$ cat config.mk
export PLATFORM = sky130hd
export DESIGN_NAME = arb_requester
export DESIGN_NICKNAME = d
export VERILOG_FILES = /design/src/rtl/arb_pkg.sv /design/src/rtl/arb_req_timer.sv /design/src/rtl/arb_requester.sv
export SDC_FILE = /design/constraint.sdc
export NUM_CORES = 1
export LEC_CHECK = 0
export ABC_AREA = 1
export BUFFER_PORTS_ARGS = -buffer_cell sky130_fd_sc_hd__buf_2
export CORE_ASPECT_RATIO = 1.1
export CORE_MARGIN = 2
export CORE_UTILIZATION = 50
export CTS_CLUSTER_DIAMETER = 100
export DETAILED_ROUTE_END_ITERATION = 6
export PLACE_DENSITY = 0.83
export SYNTH_ARGS = -nofsm -noshare
export SYNTH_HDL_FRONTEND = slang
export SYNTH_SLANG_ARGS = --single-unit
export TNS_END_PERCENT = 100
$ cat constraint.sdc
create_clock -name clk -period 3.7 [get_ports clk]
set_clock_uncertainty 0.2 [all_clocks]
set_input_delay 0.74 -clock clk [delete_from_list [all_inputs] [get_ports clk]]
set_output_delay 0.74 -clock clk [all_outputs]
set_load 0.05 [all_outputs]
$ cat src/rtl/arb_pkg.sv
// rtl/arb_pkg.sv - shared state and grant encodings for the req/gnt arbiter agents
package arb_pkg;

    typedef enum logic [1:0] {
        ST_IDLE = 2'b00,
        ST_REQ  = 2'b01,
        ST_XFER = 2'b10,
        ST_REL  = 2'b11
    } req_state_t;

    // Arbiter grant state: MSB = grant active, low bits = granted port index
    typedef enum logic [2:0] {
        GNT_NONE = 3'b000,
        GNT_0    = 3'b100,
        GNT_1    = 3'b101,
        GNT_2    = 3'b110,
        GNT_3    = 3'b111
    } gnt_state_t;

    localparam int NUM_PORTS = 4;

endpackage

$ cat src/rtl/arb_req_timer.sv
// rtl/arb_req_timer.sv - loadable up-counter that saturates and flags expiry at MAX_WAIT-1
module arb_req_timer #(
    parameter int WAIT_W   = 8,
    parameter int MAX_WAIT = 200
) (
    input  logic              clk,
    input  logic              rst,
    input  logic              clr,
    input  logic              en,
    input  logic              load,
    input  logic [WAIT_W-1:0] load_val,
    output logic              expired
);

    logic [WAIT_W-1:0] count;

    assign expired = (count == WAIT_W'(MAX_WAIT - 1));

    always_ff @(posedge clk or negedge rst) begin
        if (!rst) begin
            count <= '0;
        end else if (clr) begin
            count <= '0;
        end else if (load) begin
            count <= load_val;
        end else if (en && !expired) begin
            count <= count + 1'b1;
        end
    end

endmodule

$ cat src/rtl/arb_requester.sv
// rtl/arb_requester.sv - client agent: requests the arbiter, issues len+1 beats under grant
module arb_requester
    import arb_pkg::*;
#(
    parameter int LEN_W    = 4,
    parameter int WAIT_W   = 8,
    parameter int MAX_WAIT = 200
) (
    input  logic             clk,
    input  logic             rst,
    input  logic             cmd_valid,
    output logic             cmd_ready,
    input  logic [LEN_W-1:0] cmd_len,
    input  logic             gnt,
    output logic             req,
    output logic             beat_valid,
    output logic [LEN_W-1:0] beat_idx,
    output logic             beat_last,
    output logic             done,
    output logic             err,
    output logic             busy
);

    req_state_t       state, state_d;
    logic             req_d, done_d, err_d;
    logic [LEN_W-1:0] beat_cnt, beat_cnt_d;
    logic [LEN_W-1:0] len_q, len_d;
    logic             timer_clr, timer_en, timer_expired;

    arb_req_timer #(
        .WAIT_W   (WAIT_W),
        .MAX_WAIT (MAX_WAIT)
    ) u_timer (
        .clk      (clk),
        .rst      (rst),
        .clr      (timer_clr),
        .en       (timer_en),
        .load     (1'b0),
        .load_val ({WAIT_W{1'b0}}),
        .expired  (timer_expired)
    );

    // Beats follow gnt combinationally so beat 0 lands in the first granted cycle
    assign beat_valid = ((state == ST_REQ) || (state == ST_XFER)) && gnt;
    assign beat_idx   = beat_cnt;
    assign beat_last  = beat_valid && (beat_cnt == len_q);
    assign cmd_ready  = (state == ST_IDLE);
    assign busy       = (state != ST_IDLE);

    always_comb begin
        state_d    = state;
        req_d      = req;
        done_d     = 1'b0;
        err_d      = 1'b0;
        beat_cnt_d = beat_cnt;
        len_d      = len_q;
        timer_clr  = 1'b0;
        timer_en   = 1'b0;
        case (state)
            ST_IDLE: begin
                if (cmd_valid) begin
                    len_d      = cmd_len;
                    beat_cnt_d = '0;
                    timer_clr  = 1'b1;
                    req_d      = 1'b1;
                    state_d    = ST_REQ;
                end
            end
            ST_REQ: begin
                if (gnt) begin
                    if (len_q == '0) begin
                        state_d = ST_REL;
                        done_d  = 1'b1;
                        req_d   = 1'b0;
                    end else begin
                        state_d    = ST_XFER;
                        beat_cnt_d = LEN_W'(1);
                    end
                end else if (timer_expired) begin
                    state_d = ST_REL;
                    err_d   = 1'b1;
                    req_d   = 1'b0;
                end else begin
                    timer_en = 1'b1;
                end
            end
            ST_XFER: begin
                if (!gnt) begin
                    state_d = ST_REL;
                    err_d   = 1'b1;
                    req_d   = 1'b0;
                end else if (beat_cnt == len_q) begin
                    state_d = ST_REL;
                    done_d  = 1'b1;
                    req_d   = 1'b0;
                end else begin
                    beat_cnt_d = beat_cnt + 1'b1;
                end
            end
            ST_REL: begin
                // Hold off until the arbiter has withdrawn the grant
                req_d = 1'b0;
                if (!gnt) begin
                    state_d = ST_IDLE;
                end
            end
            default: begin
                state_d = ST_IDLE;
                req_d   = 1'b0;
            end
        endcase
    end

    always_ff @(posedge clk or negedge rst) begin
        if (!rst) begin
            state    <= ST_IDLE;
            req      <= 1'b0;
            done     <= 1'b0;
            err      <= 1'b0;
            beat_cnt <= '0;
            len_q    <= '0;
        end else begin
            state    <= state_d;
            req      <= req_d;
            done     <= done_d;
            err      <= err_d;
            beat_cnt <= beat_cnt_d;
            len_q    <= len_d;
        end
    end

endmodule

; Yosys cells after proc, flatten, opt, wreduce, memory -nomap -nowiden
; Cells that the tools add are included.
; W data, S select, Z words.
[op_classes]
n_reduce_logical = 14
n_bitwise = 0
n_shift = 0
n_mul = 0
order_cmp = 0
n_div = 0
n_mux = 37
n_eq_ne = 14
addsub = 2
[op_table]
columns = cell, n
row1 = $mux W4, 5
row2 = $mux W1, 19
row3 = $mux W8, 2
row4 = $mux W2, 6
row5 = $ne A2 B2 Y1 const B, 6
row6 = $pmux W4 S3, 1
row7 = $ne A3 B2 Y1 const B, 3
row8 = $add A8 B1 Y8 const B, 1
row9 = $eq A8 B8 Y1 const B, 1
row10 = $pmux W2 S4, 1
row11 = $reduce_and A4 Y1, 2
row12 = $reduce_and A6 Y1, 1
row13 = $add A4 B1 Y4 const B, 1
row14 = $eq A2 B2 Y1 const B, 2
row15 = $eq A4 B4 Y1, 1
row16 = $logic_not A4 Y1, 1
row17 = $pmux W1 S2, 2
row18 = $pmux W1 S4, 1
row19 = $reduce_bool A2 Y1, 2
row20 = $logic_and A1 B1 Y1, 3
row21 = $reduce_bool A3 Y1, 1
row22 = $eq A2 B1 Y1 const B, 1
row23 = $logic_not A2 Y1, 1
row24 = $reduce_and A2 Y1, 1
row25 = other kinds (2), 2
[totals]
latchBits = 0
wordCells = 74
register_bits = 21
mem_bits_ro = 0
ram_bits = 0
memories = 0
in_bits = 8

; Logic depth before layout (Yosys ltp)
[logic_depth]
word_depth = 7
ltp_mapped = 9

; Cells and area by module
; Synthesis repeated with hierarchy kept, for this count alone.
[unflattened]
hier_cells = 221
area_unflattened_um2 = 1506.4
[by_module_without_submodules]
columns = module, cells_each, seq_area_each_um2, instances, area_each_um2
row1 = arb_requester, 128, 325.3, 1, 909.6
row2 = arb_req_timer, 93, 200.2, 1, 596.8

; Least setup slack after synthesis
; No wires, ideal clock.
[synth_timing]
path_kind = reg-to-output
start = register beat_cnt[0] (netlist: beat_idx[0])
end = output beat_last
path_buffers = 0
stages_incl_launch_ff = 7
arrival_ns = 1.758
slack_ns = 1.002
required_ns = 2.760
path_cell_list = dfrtp_1 > inv_1 > nand2_1 > nand2_1 > nor2_1 > nand2_1 > nor2_1
[synth_via]
elab_chain_len = 2
[synth_rtl]
columns = item, line
row1 = from (decl), arb_requester.sv:26  ; logic [LEN_W-1:0] beat_cnt, beat_cnt_d;
row2 = from (signal assigned), arb_requester.sv:127  ; beat_cnt <= beat_cnt_d;
row3 = $eq A4 B4 Y1, arb_requester.sv:46  ; assign beat_last = beat_valid && (beat_cnt == len_q);
row4 = $logic_and A1 B1 Y1, arb_requester.sv:46
row5 = to (decl), arb_requester.sv:18  ; output logic beat_last,
; No other way between the ends.

; Worst setup path in the final report
[layout_timing]
start = register state[0]
end = output beat_last
[layout_via]
elab_chain_len = 4
elab_cells_between_ends = 5
cone_classes = 2 x eq/ne / 3 x reduce/logical
[layout_rtl]
columns = item, line
row1 = from (decl), arb_requester.sv:24  ; req_state_t state, state_d;
row2 = from (signal assigned), arb_requester.sv:123  ; state <= state_d;
row3 = $eq A2 B1 Y1 or $eq A2 B2 Y1 (tied branches), arb_requester.sv:44  ; assign beat_valid = ((state == ST_REQ) || (state == ST_XFER)) && gnt;
row4 = $logic_or A1 B1 Y1 *, arb_requester.sv:44
row5 = $logic_and A1 B1 Y1 *, arb_requester.sv:44
row6 = $logic_and A1 B1 Y1 *, arb_requester.sv:46
; Every way passes the cells marked *; elsewhere a longest branch is shown, timed or not.

==> results.sh <==
export IMPL_cts_sinks=21
export IMPL_synth_warnings=0
export IMPL_crit_type="register to output pin"
export IMPL_grt_pass1_wl_microns=4788
export IMPL_gp_congestion=0.8307
export IMPL_synth_seq_cells=21
export IMPL_crit_fanout=7
export IMPL_numPortBuffers=18
export IMPL_setup_viol=0
export IMPL_relSlewSlack_pct=57.81
export IMPL_dieHeight_microns=59.53
export IMPL_diodes=0
export IMPL_endpoint_kind="output pin"
export IMPL_dieArea_sq_mm=0.003243
export IMPL_pre_cts_ws_ns=1.337
export IMPL_via_per_inst=5.233
export IMPL_worst_pin_slew_ns=0.6314
export IMPL_post_drt_wl_per_cell_microns=11.88
export IMPL_yosysSeqAreaShare_pct=37.50
export IMPL_seqCellArea_sq_um=525.5
export IMPL_grt_max_degree=22
export IMPL_ctsHoldBuffers=0
export IMPL_highest_layer="met4"
export IMPL_grt_overflow=0
export IMPL_cts_buffers=3
export IMPL_ant_nets=0
export IMPL_finalHoldViolations=0
export IMPL_grt_setup_unrepaired="no"
export IMPL_synth_edff_count=0
export IMPL_r2r_start="state[0]"
export IMPL_synthesis_area_sq_mm=0.001401
export IMPL_fin_tns_setup_ns=0
export IMPL_h_tree_depth=1
export IMPL_drt_iter0_markers=21
export IMPL_syn_to_final_growth_pct=10.45
export IMPL_wl_met3_microns=126
export IMPL_gr_usage_all_layers_pct=20.29
export IMPL_drc=0
export IMPL_dr_pass1_iters=5
export IMPL_clk_pin_slew_worst_paths_ns=0.13
export IMPL_cts_resized=0
export IMPL_outcome="finished clean"
export IMPL_wl_met2_microns=1426
export IMPL_final_max_slew_viol_count=0
export IMPL_setup_slack_ns=0.9853
export IMPL_avgSynthCellArea_sq_um=7.494
export IMPL_fin_util_pct=56.74
export IMPL_max_freq_mhz=368.4
export IMPL_nets=224
export IMPL_hpwl_microns=2144
export IMPL_drive_gt1_share_pct=19.81
export IMPL_syn_inst=187
export IMPL_n_fill_cell=265
export IMPL_clock_latency_ns=0.31
export IMPL_clk_path_buf_depth=2
export IMPL_placed_area_sq_mm=0.001520
export IMPL_post_route_period_util_pct=73.37
export IMPL_drt_met1_wl_microns=1256
export IMPL_core_area_sq_mm=0.002728
export IMPL_antenna_found_initial=0
export IMPL_grt_pass1_vias=1157
export IMPL_min_period_ns=2.715
export IMPL_cp_arrival_ns=1.77
export IMPL_worstSetupStartpoint="state[0]"
export IMPL_ir_worst_vdd_mv=0.6122
export IMPL_post_route_cell_area_sq_mm=0.001548
export IMPL_cts_tree="done"
export IMPL_required_ns=2.76
export IMPL_die_w_microns=54.48
export IMPL_synthArstFlopShare_pct=100.0
export IMPL_cts_setup_buffers=0
export IMPL_pin_count=19
export IMPL_powerDensity_mw_per_mm2=751.4
export IMPL_dr_total_vias=1256
export IMPL_multi_input_area_sq_um=753.2
export IMPL_worst_hold_path_type="input pin to asynchronous set/reset pin"
export IMPL_num_rows=20
export IMPL_initial_core_util_pct=51.38
export IMPL_synth_ff_type="dfrtp_1"
export IMPL_synthDistinctLibCells=29
export IMPL_p_leak_uw=0.0008252
export IMPL_cap_violations=0
export IMPL_start_kind="register"
export IMPL_root_buffer="clkbuf_4"
export IMPL_syn_nets=203
export IMPL_fin_hold_ws_ns=0.1626
export IMPL_routed_wl_microns=2851
placed cells by master, fill, tap and decap left out:
cell type,Yosys,final
nor3_2,1,1
clkbuf_4,0,3
nor3_1,2,2
o21ai_0,5,5
or2_2,2,2
a21boi_2,1,1
nand2_4,3,3
nand3_1,15,15
nand4_1,10,10
o21ai_2,1,1
a21boi_0,1,1
ha_1,8,8
nand3b_1,2,2
o21bai_1,1,1
nor2_4,3,3
dfrtp_1,21,21
a21oi_1,7,7
nand3_2,1,1
or2_1,1,1
nand2_1,49,49
a22oi_1,1,1
nand2_2,4,4
clkinv_2,1,2
o21ai_1,5,5
nor2_1,11,11
inv_1,27,27
inv_2,1,1
buf_2,1,18
nor2_2,1,1
through the flow:
stage | power (uW) | cells
6_report | 1163 | 240
3_3_place_gp | 1030 | 236
3_5_place_dp | 1050 | 236
5_1_grt | 1261 | 240
2_1_floorplan | 906.3 | 187
4_1_cts | 1166 | 240
registers in the layout, indices dropped and copies added, names as in the netlist:
name,count
u_timer.count,8
beat_idx,4
len_q,4
state,2
done,1
err,1
req,1
worst max-delay path: stages (launching register included):
cell and delay, ns:
dfrtp_1 0.46, inv_1 0.12, ha_1 0.41, nand2_1 0.12
nor2_1 0.11, buf_2 0.26
power breakdown:
part / switching, uW / internal (uW) / leakage (uW) / total, uW
sequential: 89.0 / 308 / 0.000270 / 397
clock: 73.6 / 40.4 / 0.0000177 / 114
combinational: 449 / 202 / 0.000537 / 652
total: 612 / 551 / 0.000825 / 1160
logic make-up (layout without fill, tap and decap cells):
group	Yosys count	in the layout	share of synthesized area (%)
buffers and inverters	31	51	8.749
and+or+nand+nor	105	105	37.50
adders and majority gates	8	8	7.143
DFF	21	21	37.50
AOI/OAI and AO/OA	22	22	9.107
layout make-up:
class | instances | area share (%)
repair buffers | 18 | 5.821
inverters | 29 | 7.114
well taps | 33 | 2.668
flip-flops and latches | 21 | 33.95
clock inverters | 1 | 0.3234
multi-input cells | 135 | 48.67
clock buffers | 3 | 1.455
synthesized netlist by cell type (2+ instances only):
cell type	number	area [sq um]
nand2_1	49	183.9
inv_1	27	101.4
dfrtp_1	21	525.5
nand3_1	15	75.07
nor2_1	11	41.29
nand4_1	10	62.56
ha_1	8	100.1
a21oi_1	7	35.03
o21ai_0	5	25.02
o21ai_1	5	25.02
nand2_2	4	25.02
nand2_4	3	33.78
nor2_4	3	33.78
nand3b_1	2	15.01
nor3_1	2	10.01
or2_2	2	12.51
routing by layer:
metal,track usage [%],up-vias
met4,7.500,0
met1,24.48,568
met2,35.97,40
met3,2.525,6
met5,0,-
li1,-,642
final timing paths:
check	end	slack, ns	depth (start not counted)
worst max register to register	u_timer.count[7]	1.69	7
min in group clk	req	0.29	2
worst min register to register	req	0.29	2
max in group asynchronous	u_timer.count[3]	2.79	1
worst max-delay path	beat_last	0.99	5
worst min-delay path	len_q[2]	0.16	1
No activity file was read; power rests on OpenSTA's default activity.
